$ cat src/rtl/riscv_defines.sv
// Shared constants and the IF/ID pipeline register layout for the fetch unit.
package riscv_defines;

    localparam logic [31:0] RESET_PC  = 32'h0000_0000;
    localparam logic [31:0] NOP_INSTR = 32'h0000_0013;

    typedef struct packed {
        logic        valid;
        logic [31:0] instr;
        logic [31:0] pc;
        logic [31:0] pc_plus4;
        logic        pred_taken;
        logic [31:0] pred_target;
    } if_id_t;

endpackage

$ cat src/rtl/cflow_resolve_check.sv
// Combinational ID-stage check of the resolved control flow against the
// prediction carried with the instruction.
module cflow_resolve_check (
    input  logic        valid,
    input  logic        stall_d,
    input  logic        flush_d,
    input  logic [31:0] pc_plus4,
    input  logic        pred_taken,
    input  logic [31:0] pred_target,
    input  logic        cflow_valid,
    input  logic        cflow_taken,
    input  logic [31:0] cflow_target,
    output logic        res_ok,
    output logic        redirect,
    output logic [31:0] redirect_pc
);

    logic actual_taken;

    // A predicted-taken non-branch (BTB alias) also counts as a mispredict.
    always_comb begin
        res_ok       = valid && !stall_d && !flush_d;
        actual_taken = cflow_valid && cflow_taken;
        redirect     = 1'b0;
        if (res_ok) begin
            if (actual_taken)
                redirect = !(pred_taken && (pred_target == cflow_target));
            else
                redirect = pred_taken;
        end
        redirect_pc = actual_taken ? cflow_target : pc_plus4;
    end

endmodule

$ cat src/rtl/fetch_pc_unit.sv
// IF-stage PC generator, IF/ID pipeline register, mispredict redirect and
// control-flow performance counters.
module fetch_pc_unit
    import riscv_defines::*;
#(
    parameter logic [31:0] RESET_PC  = riscv_defines::RESET_PC,
    parameter logic [31:0] NOP_INSTR = riscv_defines::NOP_INSTR,
    parameter int          CNT_W     = 32
) (
    input  logic             clk,
    input  logic             reset,
    input  logic             stall_f,
    input  logic             stall_d,
    input  logic             flush_d,
    output logic [31:0]      pc_f,
    input  logic             pred_taken,
    input  logic [31:0]      pred_target,
    input  logic [31:0]      instr_f,
    output logic             valid_d,
    output logic [31:0]      instr_d,
    output logic [31:0]      pc_d,
    output logic [31:0]      pc_plus4_d,
    output logic             pred_taken_d,
    input  logic             cflow_valid,
    input  logic             cflow_taken,
    input  logic [31:0]      cflow_target,
    output logic             redirect,
    output logic [31:0]      redirect_pc,
    output logic [CNT_W-1:0] perf_cflow_cnt,
    output logic [CNT_W-1:0] perf_mispred_cnt
);

    if_id_t      if_id;
    logic        res_ok;
    logic [31:0] pc_f_plus4;
    logic [31:0] pc_next;

    assign pc_f_plus4 = pc_f + 32'd4;

    cflow_resolve_check u_check (
        .valid        (if_id.valid),
        .stall_d      (stall_d),
        .flush_d      (flush_d),
        .pc_plus4     (if_id.pc_plus4),
        .pred_taken   (if_id.pred_taken),
        .pred_target  (if_id.pred_target),
        .cflow_valid  (cflow_valid),
        .cflow_taken  (cflow_taken),
        .cflow_target (cflow_target),
        .res_ok       (res_ok),
        .redirect     (redirect),
        .redirect_pc  (redirect_pc)
    );

    // A redirect overrides stall_f so the squash costs exactly one slot.
    always_comb begin
        pc_next = pc_f_plus4;
        if (redirect)
            pc_next = redirect_pc;
        else if (stall_f)
            pc_next = pc_f;
        else if (pred_taken)
            pc_next = pred_target;
    end

    always_ff @(posedge clk or posedge reset) begin
        if (reset)
            pc_f <= RESET_PC;
        else
            pc_f <= pc_next;
    end

    // Bubbles keep the PC fields so the ID slot still names a sane address.
    always_ff @(posedge clk or posedge reset) begin
        if (reset) begin
            if_id.valid       <= 1'b0;
            if_id.instr       <= NOP_INSTR;
            if_id.pc          <= 32'h0000_0000;
            if_id.pc_plus4    <= 32'h0000_0004;
            if_id.pred_taken  <= 1'b0;
            if_id.pred_target <= 32'h0000_0000;
        end else if (flush_d || redirect) begin
            if_id.valid       <= 1'b0;
            if_id.instr       <= NOP_INSTR;
            if_id.pred_taken  <= 1'b0;
        end else if (!stall_d) begin
            if_id.valid       <= 1'b1;
            if_id.instr       <= instr_f;
            if_id.pc          <= pc_f;
            if_id.pc_plus4    <= pc_f_plus4;
            if_id.pred_taken  <= pred_taken;
            if_id.pred_target <= pred_target;
        end
    end

    always_ff @(posedge clk or posedge reset) begin
        if (reset) begin
            perf_cflow_cnt   <= '0;
            perf_mispred_cnt <= '0;
        end else begin
            if (res_ok && cflow_valid)
                perf_cflow_cnt <= perf_cflow_cnt + 1'b1;
            if (redirect)
                perf_mispred_cnt <= perf_mispred_cnt + 1'b1;
        end
    end

    assign valid_d      = if_id.valid;
    assign instr_d      = if_id.instr;
    assign pc_d         = if_id.pc;
    assign pc_plus4_d   = if_id.pc_plus4;
    assign pred_taken_d = if_id.pred_taken;

endmodule

$ cat config.mk
export PLATFORM = sky130hd
export DESIGN_NAME = fetch_pc_unit
export DESIGN_NICKNAME = d
export VERILOG_FILES = /design/src/rtl/riscv_defines.sv /design/src/rtl/cflow_resolve_check.sv /design/src/rtl/fetch_pc_unit.sv
export SDC_FILE = /design/constraint.sdc
export NUM_CORES = 1
export LEC_CHECK = 0
export CORE_MARGIN = 2
export CORE_UTILIZATION = 49
export CTS_CLUSTER_SIZE = 8
export DETAILED_ROUTE_END_ITERATION = 16
export PLACE_DENSITY = 0.93
export SYNTH_ARGS = -nofsm -noshare
export SYNTH_HDL_FRONTEND = slang
export SYNTH_SLANG_ARGS = --single-unit
$ cat constraint.sdc
create_clock -name clk -period 11.1 [get_ports clk]
set_input_delay 2.22 -clock clk [delete_from_list [all_inputs] [get_ports clk]]
set_output_delay 2.22 -clock clk [all_outputs]
set_load 0.02 [all_outputs]
# == After elaboration in Yosys (flattened, before gate mapping) ==
# Index checks and enable logic that the tools add are counted.
# word_totals
regBits,226
latch_bits,0
mem_bits_rw,0
romBits,0
output_inout_bits,227
n_memories,0
# classes
addsub,3
n_mul,0
div_mod_pow,0
n_lt_le_gt_ge,0
n_eq_ne,3
n_shift,0
n_mux,9
bitwise_logic,2
n_reduce_logical,10
# op_table
cell,n
2-to-1 mux 130 bit,1
2-to-1 mux 32 bit,4
adder 32 x 1 -> 32 bit (second input constant),2
2-to-1 mux 33 bit,1
adder 32 x 3 -> 32 bit (second input constant),1
equality test 32 bit,1
logical AND 1 bit,5
!= test 2 x 1 -> 1 bit (second input constant),2
logical NOT 1 bit,3
2-to-1 mux 1 bit,3
inverter 1 bit,2
AND reduction 2 bit,1
logical OR 1 bit,1

# == Longest topological paths before layout ==
# Gate-level depths: netlist (run 1).
# depth
depth_word,8
mapped_depth,9
depth_no_buf,7

# == Modules after synthesis ==
# A second synthesis (run 1) with hierarchy kept.
# hier_totals
hier_cells,1201
hier_area_um2,11622.4
# by_module_without_submodules
mod,instances,cells_per_inst,area_each_um2,seq_area_each_um2
fetch_pc_unit,1,1118,10845.4,5610.4
cflow_resolve_check,1,83,777.0,0.0

# == Least setup slack after synthesis (run 1) ==
# Ideal clock, no wire load.
# synth_path
path_type,input port to output port
from,in cflow_valid
to,out redirect
arrival_time_ns,3.844
required_ns,8.880
slack_ns,5.036
path_stages,8
n_path_buf,2
cell_sequence,and2_1 -> buf_2 -> nand3_1 -> nor4_1 -> nand3_1 -> nand2_2 -> clkinv_1 -> clkbuf_1
# synth_via
elab_chain_len,3
# synth_rtl
item,line_no,source
from (decl),fetch_pc_unit.sv:24,"input logic cflow_valid,"
logical AND 1 bit,cflow_resolve_check.sv:23,actual_taken = cflow_valid && cflow_taken;
2-to-1 mux 1 bit,cflow_resolve_check.sv:26,if (actual_taken)
2-to-1 mux 1 bit,cflow_resolve_check.sv:25,if (res_ok) begin
to (decl),fetch_pc_unit.sv:27,"output logic redirect,"
# No other way between the ends.

# == Worst setup path after layout (run 1) ==
# Same ends and word-level chain as after synthesis.

==> impl_metrics.py, run 1 <==
metrics = {
    "power_and_ir_drop": {
        "vdd_ir_drop_max_uv": 129.7,
        "p_per_area_nw_per_um2": 176.4,
        "p_leak_nw": 6.190,
    },
    "grt": {
        "track_usage": 0.2812,
        "antenna_found_initial": 0,
        "grt_pass1_wl_mm": 56.61,
        "grt_pass1_vias": 9785,
        "overflow": 0,
        "grt_max_degree": 110,
    },
    "min_path": {
        "hp-class": "reg -> reg",
    },
    "clock_network": {
        "clock_latency_ns": 0.54,
        "postCtsSetupBuffers": 0,
        "cts_buffer_depth": 3,
        "clk_pin_slew_ns": 0.05,
        "clock_sinks": 224,
        "cts_made_buffers": 31,
        "cts_hold_buffers": 0,
        "htreeDepth": 1,
        "root_buffer": "clkbuf_16",
        "cts_tree": "yes",
        "cts_resized": 0,
    },
    "critical_path": {
        "reg2reg_slack_ns": 6.88,
        "critPathMaxStageDelay_ns": 0.57,
        "worst_setup_path_start_kind": "input port",
        "crit_top_cell": "clkdlybuf4s50_1",
        "path_class": "in -> out",
        "cp.arrival_ns": 5.15,
        "cp_num_buf_inv": 4,
        "r2r-end": "if_id[8]",
        "crit_cells": 9,
        "cp_top_family": "buffers and inverters",
        "cp_slowest_cell": "clkdlybuf4s50_1",
        "reg2reg_from": "if_id[28]",
        "endpoint_kind": "output port",
        "critPathCapture": "redirect",
        "critPathRequiredTime_ns": 8.88,
        "critPathMaxFanout": 36,
        "r2r_cells": 8,
        "crit_start": "cflow_valid",
        "path_cells": "clkdlybuf4s50_1 > and2_2 > buf_4 > nand3_1 > nor4_1 > nand3_2 > nand2_2 > clkinv_1 > clkdlybuf4s50_1",
    },
    "floorplan": {
        "initial_core_util": 0.5006,
        "dieWidth_um": 159.1,
        "die_area_um2": 25310,
        "die_h_um": 159.1,
        "rows": 56,
        "core-area_um2": 23540,
        "io_pins": 331,
    },
    "run": {
        "maxCapViolCount": 0,
    },
    "synthesis": {
        "synth_top_flop_cell": "dfrtp_1",
        "async_flop_share": 1.000,
        "synth_enable_flop_cells": 0,
        "synth_area_per_cell_um2": 10.82,
        "yosysWarnings": 0,
        "synth_nets": 1196,
        "ys_seq_area_frac": 0.4760,
        "ys_seq_elements": 224,
        "syn_area_um2": 11790,
        "synth_cells": 1089,
        "synth.distinct_cells": 62,
    },
    "drt": {
        "route.met3.wl_mm": 3.159,
        "top_layer_used": "met4",
        "ant_nets": 0,
        "drt_iter0_markers": 704,
        "detail_route.wl_per_cell_um": 22.40,
        "firstDrtPassIters": 5,
        "wl_met2_mm": 17.49,
        "vias_per_cell": 5.909,
        "wl_met1_mm": 14.23,
        "drt-total-wl_mm": 36.49,
        "vias": 9625,
        "post-route-drc-count": 0,
    },
    "cells_and_area": {
        "instances_no_fill": 1629,
        "diodes": 0,
        "final_nets": 1409,
        "syn2layout_area_growth_pct": 30.70,
        "final_common_cell": "clkdlybuf4s50_1",
        "final_core_utilization": 0.6543,
        "design_area_um2": 15400,
        "final_cell_mix": "clkdlybuf4s50_1, dfrtp_1, mux2_2",
        "drive_above_1_share": 0.1504,
    },
    "sta": {
        "holdWs_ns": 0.4749,
        "fin_crit_ns": 7.369,
        "fin_tns_setup_ns": 0,
        "tightest_slew_ns": 1.250,
        "fmax_mhz": 135.7,
        "max-slew-margin-rel": 0.1626,
        "maxSlewViolCount": 0,
        "setup_viol": 0,
        "rsz0062_at_grt": "no",
        "fin_crit_sh": 0.6638,
        "fin_worst_skew_ns": 0.02462,
        "final_hold_viol_count": 0,
    },
    "place": {
        "port-buffer-count": 330,
        "place_inst": 1588,
        "placed_cell_area_um2": 14590,
        "gp_congestion": 0.8615,
        "detailed_place_hpwl_mm": 25.56,
    },
    "status": {
        "status": "completed",
    },
}
## where the power goes
part,internal (mW),switching [mW],total (mW)
combinational,0.414,0.404,0.818
sequential,0.939,0.134,1.07
clock,0.496,0.330,0.827
## synth_stat cells, drive strengths merged (2+ instances only)
cell	count	area, µm²
nand2	50	192.7
o21a	3	22.52
ha	3	37.54
or4	8	60.06
o41ai	3	26.28
and3	18	112.6
nand3b	2	15.01
o31ai	2	15.01
clkbuf	35	132.6
a21oi	16	80.08
nor3b	2	15.01
dfrtp	220	5505
o22a	3	26.28
nor2b	2	12.51
a31oi	4	25.02
and4	7	63.81
o22ai	8	50.05
nor2	46	172.7
o211ai	2	15.01
dfstp	4	105.1
and2	6	37.54
nor4	9	56.30
inv	12	45.04
mux2	132	1486
xor2	28	245.2
nor3	23	115.1
o211a	3	30.03
nand3	62	310.3
xnor2	93	814.5
or2	5	31.28
a22o	33	289.0
nand4	40	256.5
a22oi	9	67.56
mux2i	4	40.04
buf	126	869.6
or3	6	37.54
o21ai	41	209.0
a211oi	2	15.01
a2bb2oi	2	17.52
nand2b	2	12.51
## final cells by class
cell class                 count  area, µm²
fill                        1740       8138
tap                          319      399.1
multi-input combinational    691       5145
clock buffer                  41      813.3
sequential                   224       5610
timing repair buffer         341       3381
inverter                      13      56.30
## sequential cells by signal, indices dropped and copies added (netlist names)
register,count
pred_taken_d,1
perf_mispred_cnt,32
perf_cflow_cnt,32
pc_f,32
if_id,32
pc_plus4_d,30
valid_d,1
instr_d,32
pc_d,32
## worst register-to-register path: stages (launching register included)
cell and delay, ns:
dfrtp_1 0.39, xnor2_1 0.39, nand3_1 0.16, nor4_1 0.46, nand3_2 0.13, buf_4 0.37
a21boi_4 0.74, buf_4 0.90, mux2_2 0.56
## cells by family after synthesis
group | count (synthesis) | synth area share
AO/OA/AOI/OAI | 142 | 0.08376
buffers and inverters | 174 | 0.08917
XOR/XNOR | 121 | 0.08992
adder cells (fa/ha/maj) | 3 | 0.003185
multiplexers | 136 | 0.1295
AND/OR/NAND/NOR | 289 | 0.1284
flip-flops | 224 | 0.4760
## metrics by stage
step                      worst slack, ns  total power [mW]
final                               3.731             2.718
after global routing                3.561             2.823
after CTS                           3.791             2.734
after detailed placement            3.808             1.897
after global placement              3.880             1.872
after floorplan                     2.752             1.577
## worst min path at each step
stage | from | endpoint | slack (ns) | cells past startpoint
after global routing | perf_cflow_cnt[31] | perf_cflow_cnt[31] | 0.49 | 1
final | perf_mispred_cnt[31] | perf_mispred_cnt[31] | 0.47 | 1
after detailed placement | perf_mispred_cnt[31] | perf_mispred_cnt[31] | 0.47 | 1
after global placement | perf_cflow_cnt[31] | perf_cflow_cnt[31] | 0.46 | 1
after CTS | perf_cflow_cnt[31] | perf_cflow_cnt[31] | 0.48 | 1
after floorplan | pc_plus4_d[2] | pc_plus4_d[2] | 0.46 | 2
## routing by layer
layer  global-route usage  up-vias
li1                     -     4213
met1               0.3523     4746
met2               0.4713      550
met3              0.06747      116
met4               0.1120        0
met5                    0        -
No activity file was read; power rests on OpenSTA's default activity.
==> inputs of run 2 (changes only) <==
==> constraint.sdc (replaced) <==
create_clock -name clk -period 7.6 [get_ports clk]
set_input_delay 1.52 -clock clk [delete_from_list [all_inputs] [get_ports clk]]
set_output_delay 1.52 -clock clk [all_outputs]
set_load 0.02 [all_outputs]
==> run 2 against run 1 <==
  * Power is 49% higher
  * Flip-flop and latch count unchanged
  * Sequential share of layout area shrank 0.22 points
  * Critical endpoint unchanged
  * Largest power group unchanged
  * Highest routed layer is now met5
==> impl_metrics.py, run 2 (synthesis gave the netlist of run 1 again) <==
metrics = {
    "floorplan": {
        "die_h_um": 159.1,
        "initial_core_util": 0.5006,
        "rows": 56,
        "io_pins": 331,
        "core-area_um2": 23540,
        "dieWidth_um": 159.1,
        "die_area_um2": 25310,
    },
    "critical_path": {
        "cp.arrival_ns": 4.67,
        "worst_setup_path_start_kind": "input port",
        "cp_slowest_cell": "clkdlybuf4s50_1",
        "critPathRequiredTime_ns": 6.08,
        "r2r_cells": 8,
        "cp_top_family": "buffers and inverters",
        "endpoint_kind": "output port",
        "critPathMaxStageDelay_ns": 0.58,
        "path_cells": "clkdlybuf4s50_1 > xnor2_1 > nand3_1 > nor3_1 > nand3_2 > buf_4 > nand2_2 > clkinv_1 > clkdlybuf4s50_1",
        "crit_cells": 9,
        "critPathMaxFanout": 45,
        "path_class": "in -> out",
        "crit_top_cell": "clkdlybuf4s50_1",
        "cp_num_buf_inv": 4,
    },
    "power_and_ir_drop": {
        "vdd_ir_drop_max_uv": 189.4,
        "p_leak_nw": 6.219,
        "p_int_mw": 2.735,
        "p_per_area_nw_per_um2": 260.7,
        "pwr-share-comb": 0.295,
        "clockPowerShare": 0.315,
        "seq_power_share": 0.390,
        "switchingPower_mw": 1.305,
        "swShare": 0.3229,
    },
    "cells_and_area": {
        "final_nets": 1410,
        "design_area_um2": 15500,
        "instances_no_fill": 1646,
        "drive_above_1_share": 0.1500,
        "final_cell_mix": "clkdlybuf4s50_1, dfrtp_1, mux2_2",
        "diodes": 0,
        "final_common_cell": "clkdlybuf4s50_1",
        "syn2layout_area_growth_pct": 31.50,
    },
    "clock_network": {
        "cts_resized": 0,
        "cts_buffer_depth": 3,
        "clock_latency_ns": 0.56,
        "clock_sinks": 224,
        "cts_hold_buffers": 0,
        "root_buffer": "clkbuf_16",
        "clk_pin_slew_ns": 0.05,
        "cts_tree": "yes",
        "postCtsSetupBuffers": 0,
        "htreeDepth": 1,
        "cts_made_buffers": 31,
    },
    "min_path": {
        "hp-class": "reg -> reg",
        "worstHoldPathCells": 1,
    },
    "sta": {
        "fin_crit_ns": 6.193,
        "max-slew-margin-rel": 0.1176,
        "fin_tns_setup_ns": 0,
        "fin_ws_ns": 1.407,
        "maxSlewViolCount": 0,
        "tightest_slew_ns": 1.318,
        "setup_viol": 0,
        "final_hold_viol_count": 0,
        "rsz0062_at_grt": "no",
        "fmax_mhz": 161.5,
        "fin_crit_sh": 0.8148,
        "fin_worst_skew_ns": 0.04001,
    },
    "drt": {
        "drt_iter0_markers": 696,
        "top_layer_used": "met5",
        "wl_met2_mm": 17.38,
        "post-route-drc-count": 0,
        "vias": 9707,
        "ant_nets": 0,
        "drt-total-wl_mm": 36.59,
        "detail_route.wl_per_cell_um": 22.23,
        "wl_met1_mm": 14.09,
        "firstDrtPassIters": 8,
        "route.met3.wl_mm": 3.502,
        "vias_per_cell": 5.897,
    },
    "place": {
        "gp_congestion": 0.8883,
        "placed_cell_area_um2": 14620,
        "detailed_place_hpwl_mm": 25.63,
        "post-place-ws_ns": 1.433,
        "place_inst": 1589,
        "port-buffer-count": 330,
    },
    "run": {
        "maxCapViolCount": 0,
    },
    "grt": {
        "grt_pass1_vias": 9996,
        "overflow": 0,
        "grt_pass1_wl_mm": 57.55,
        "antenna_found_initial": 1,
        "grt_max_degree": 167,
        "track_usage": 0.2860,
    },
    "status": {
        "status": "completed",
    },
}
run 2: cell types whose count changed in the layout (fill, tap and decap cells not counted), sizes merged:
cell / delta
buf: +1
clkinvlp: +1
clkbuf: +15
run 2: final timing paths:
check                                           to  slack (ns)               start
worst max-delay path                      redirect        1.41     cflow_target[6]
worst min-delay path            perf_cflow_cnt[31]        0.46  perf_cflow_cnt[31]
worst max register to register            if_id[4]        3.76            if_id[6]
worst min register to register  perf_cflow_cnt[31]        0.46  perf_cflow_cnt[31]
max in group asynchronous                  pc_d[2]        4.60               reset
min in group asynchronous              instr_d[23]        1.53               reset
run 2: metrics by stage:
step / hold WS, ns / util / total power [mW]
after floorplan: 0.4604 / - / 2.303
after global placement: 0.4583 / 0.6210 / 2.745
after detailed placement: 0.4624 / 0.6210 / 2.778
after CTS: 0.4687 / 0.6583 / 4.063
after global routing: 0.4963 / 0.6583 / 4.195
final: 0.4622 / 0.6583 / 4.040
run 2: power groups by stage:
stage / sequential [mW] / combinational [mW] / clock (mW)
6_report: 1.58 / 1.19 / 1.27
2_1_floorplan: 1.55 / 0.749 / 0
5_1_grt: 1.60 / 1.25 / 1.34
3_5_place_dp: 1.59 / 1.19 / 0
4_1_cts: 1.57 / 1.20 / 1.29
3_3_place_gp: 1.58 / 1.17 / 0
run 2: final cells by class:
class                           instances  area [µm²]
Inverter                               13       52.55
Multi-Input combinational cell        691        5145
Tap cell                              319       399.1
Clock inverter                          1       8.758
Timing Repair Buffer                  342        3413
Clock buffer                           56       869.6
Sequential cell                       224        5610
Fill cell                            1685        8044
run 2: layer usage:
metal,up-vias,track usage
met5,-,0
met1,4804,0.3588
met3,122,0.07424
li1,4207,-
met4,2,0.1207
met2,572,0.4715
==> inputs of run 3 (changes only) <==
--- a/config.mk
+++ b/config.mk
@@ -6,10 +6,10 @@
 export NUM_CORES = 1
 export LEC_CHECK = 0
 export CORE_MARGIN = 2
-export CORE_UTILIZATION = 49
+export CORE_UTILIZATION = 44
 export CTS_CLUSTER_SIZE = 8
 export DETAILED_ROUTE_END_ITERATION = 16
-export PLACE_DENSITY = 0.93
+export PLACE_DENSITY = 0.88
 export SYNTH_ARGS = -nofsm -noshare
 export SYNTH_HDL_FRONTEND = slang
 export SYNTH_SLANG_ARGS = --single-unit
==> constraint.sdc (replaced) <==
create_clock -name clk -period 5.2 [get_ports clk]
set_input_delay 1.04 -clock clk [delete_from_list [all_inputs] [get_ports clk]]
set_output_delay 1.04 -clock clk [all_outputs]
set_load 0.02 [all_outputs]
==> run 3 against run 2 <==
  * Register-to-register slack worse by 2.0 ns
  * Worst setup slack got worse by 0.93 ns
  * Via count shrank 0.63%
  * Cell area is 1.1% higher
  * Non-clock buffer count up 5
  * Sequential share of layout area down 0.39 points
  * Clock skew shrank 0.023 ns
  * Highest routed layer unchanged
==> impl_metrics.py, run 3 (synthesis gave the netlist of run 1 again) <==
metrics = {
    "grt": {
        "grt_pass1_wl_mm": 57.86,
        "grt_pass1_vias": 9988,
        "track_usage": 0.2636,
        "overflow": 0,
        "antenna_found_initial": 2,
        "grt_max_degree": 149,
    },
    "cells_and_area": {
        "final_nets": 1418,
        "final_common_cell": "clkdlybuf4s50_1",
        "fillers": 2114,
        "final_core_utilization": 0.5979,
        "seqCellArea_um2": 5610,
        "syn2layout_area_growth_pct": 32.93,
        "drive_above_1_share": 0.1590,
        "final_cell_mix": "clkdlybuf4s50_1, dfrtp_1, mux2_2",
        "multiInputGateArea_um2": 5145,
    },
    "critical_path": {
        "endpoint_kind": "output port",
        "critPathRequiredTime_ns": 4.16,
        "reg2reg_slack_ns": 1.79,
        "cp.arrival_ns": 3.69,
        "path_class": "in -> out",
        "worst_setup_path_start_kind": "input port",
        "critPathMaxFanout": 2,
    },
    "clock_network": {
        "htreeDepth": 2,
        "clock_sinks": 224,
        "cts_made_buffers": 34,
        "cts_resized": 0,
        "cts_hold_buffers": 0,
        "clock_latency_ns": 0.50,
        "cts_tree": "yes",
        "cts_buffer_depth": 3,
        "clk_pin_slew_ns": 0.05,
        "root_buffer": "clkbuf_16",
        "postCtsSetupBuffers": 0,
    },
    "drt": {
        "vias_per_cell": 5.800,
        "drt-total-wl_mm": 37.00,
        "post-route-drc-count": 0,
        "ant_nets": 0,
        "vias": 9646,
        "detail_route.wl_per_cell_um": 22.25,
        "firstDrtPassIters": 5,
        "drt_iter0_markers": 713,
    },
    "sta": {
        "final_hold_viol_count": 0,
        "max-slew-margin-rel": 0.1293,
        "fmax_mhz": 211.6,
        "fin_crit_ns": 4.727,
        "fin_tns_setup_ns": 0,
        "tightest_slew_ns": 1.300,
        "rsz0062_at_grt": "no",
        "fin_worst_skew_ns": 0.01691,
        "fin_crit_sh": 0.9090,
        "setup_viol": 0,
        "maxSlewViolCount": 0,
        "holdWs_ns": 0.4723,
    },
    "power_and_ir_drop": {
        "totalPowerFinal_mw": 6.075,
        "p_per_area_nw_per_um2": 387.8,
        "vdd_ir_drop_max_uv": 347.9,
        "p_leak_nw": 6.303,
    },
    "floorplan": {
        "die_area_um2": 28110,
        "core-area_um2": 26210,
        "dieWidth_um": 167.7,
        "initial_core_util": 0.4497,
        "rows": 59,
        "die_h_um": 167.7,
        "io_pins": 331,
    },
    "place": {
        "gp_congestion": 0.8472,
        "port-buffer-count": 330,
        "detailed_place_hpwl_mm": 25.69,
    },
    "run": {
        "maxCapViolCount": 0,
    },
    "status": {
        "status": "completed",
    },
    "min_path": {
        "hp-class": "reg -> reg",
    },
}
-- run 3: cell count changes in the layout (fill, tap and decap cells not counted), sizes merged --
cell	change
clkinv	+1
diode	+1
clkbuf	-6
buf	+5
inv	-1
clkinvlp	+1
-- run 3: per-layer routing --
| layer | part of all wire | global-route usage | wire (µm) | vias up |
|---|---|---|---|---|
| met3 | 0.091 | 0.06358 | 3351 | 102 |
| met5 | 0.00030 | 0 | 11 | - |
| met2 | 0.48 | 0.4460 | 17610 | 532 |
| met4 | 0.039 | 0.1006 | 1432 | 2 |
| met1 | 0.39 | 0.3278 | 14590 | 4783 |
| li1 | - | - | - | 4227 |
-- run 3: path summary, 6_finish.rpt --
check	startpoint	end	depth (start not counted)
max	cflow_target[6]	redirect	8
min in group asynchronous	reset	pc_d[27]	2
min	perf_mispred_cnt[31]	perf_mispred_cnt[31]	1
max reg2reg	if_id[6]	if_id[1]	8
min reg2reg	perf_mispred_cnt[31]	perf_mispred_cnt[31]	1
max in group asynchronous	reset	perf_cflow_cnt[22]	4
-- run 3: critical path, stage by stage --
cell and delay [ns]:
clkdlybuf4s50_1 0.47, xnor2_1 0.54, nand3_1 0.24, nor3_1 0.43, nand3_2 0.14, nand2_2 0.11
clkinv_1 0.14, clkdlybuf4s50_1 0.58
-- run 3: layout make-up --
type / count / area share
Inverter: 13 / 0.003354
Antenna cell: 1 / 0.0001597
Tap cell: 335 / 0.02675
Sequential cell: 224 / 0.3581
Clock buffer: 50 / 0.06221
Timing Repair Buffer: 347 / 0.2203
Clock inverter: 2 / 0.0007986
Multi-Input combinational cell: 691 / 0.3284
-- run 3: through the flow --
step / instance area [µm²] / instances / setup slack, ns
global placement: 14680 / 1610 / 0.4601
detailed placement: 14680 / 1610 / 0.4985
CTS: 15670 / 1662 / 0.4452
floorplan: 11790 / 1089 / 1.239
global route: 15670 / 1662 / 0.2934
finish: 15670 / 1663 / 0.4734
-- run 3: report_power, final --
group | internal [mW] | leakage [nW] | switching, mW
sequential | 2.01 | 2.81 | 0.282
clock | 1.28 | 0.475 | 0.770
combinational | 0.886 | 3.02 | 0.851
total | 4.17 | 6.30 | 1.90
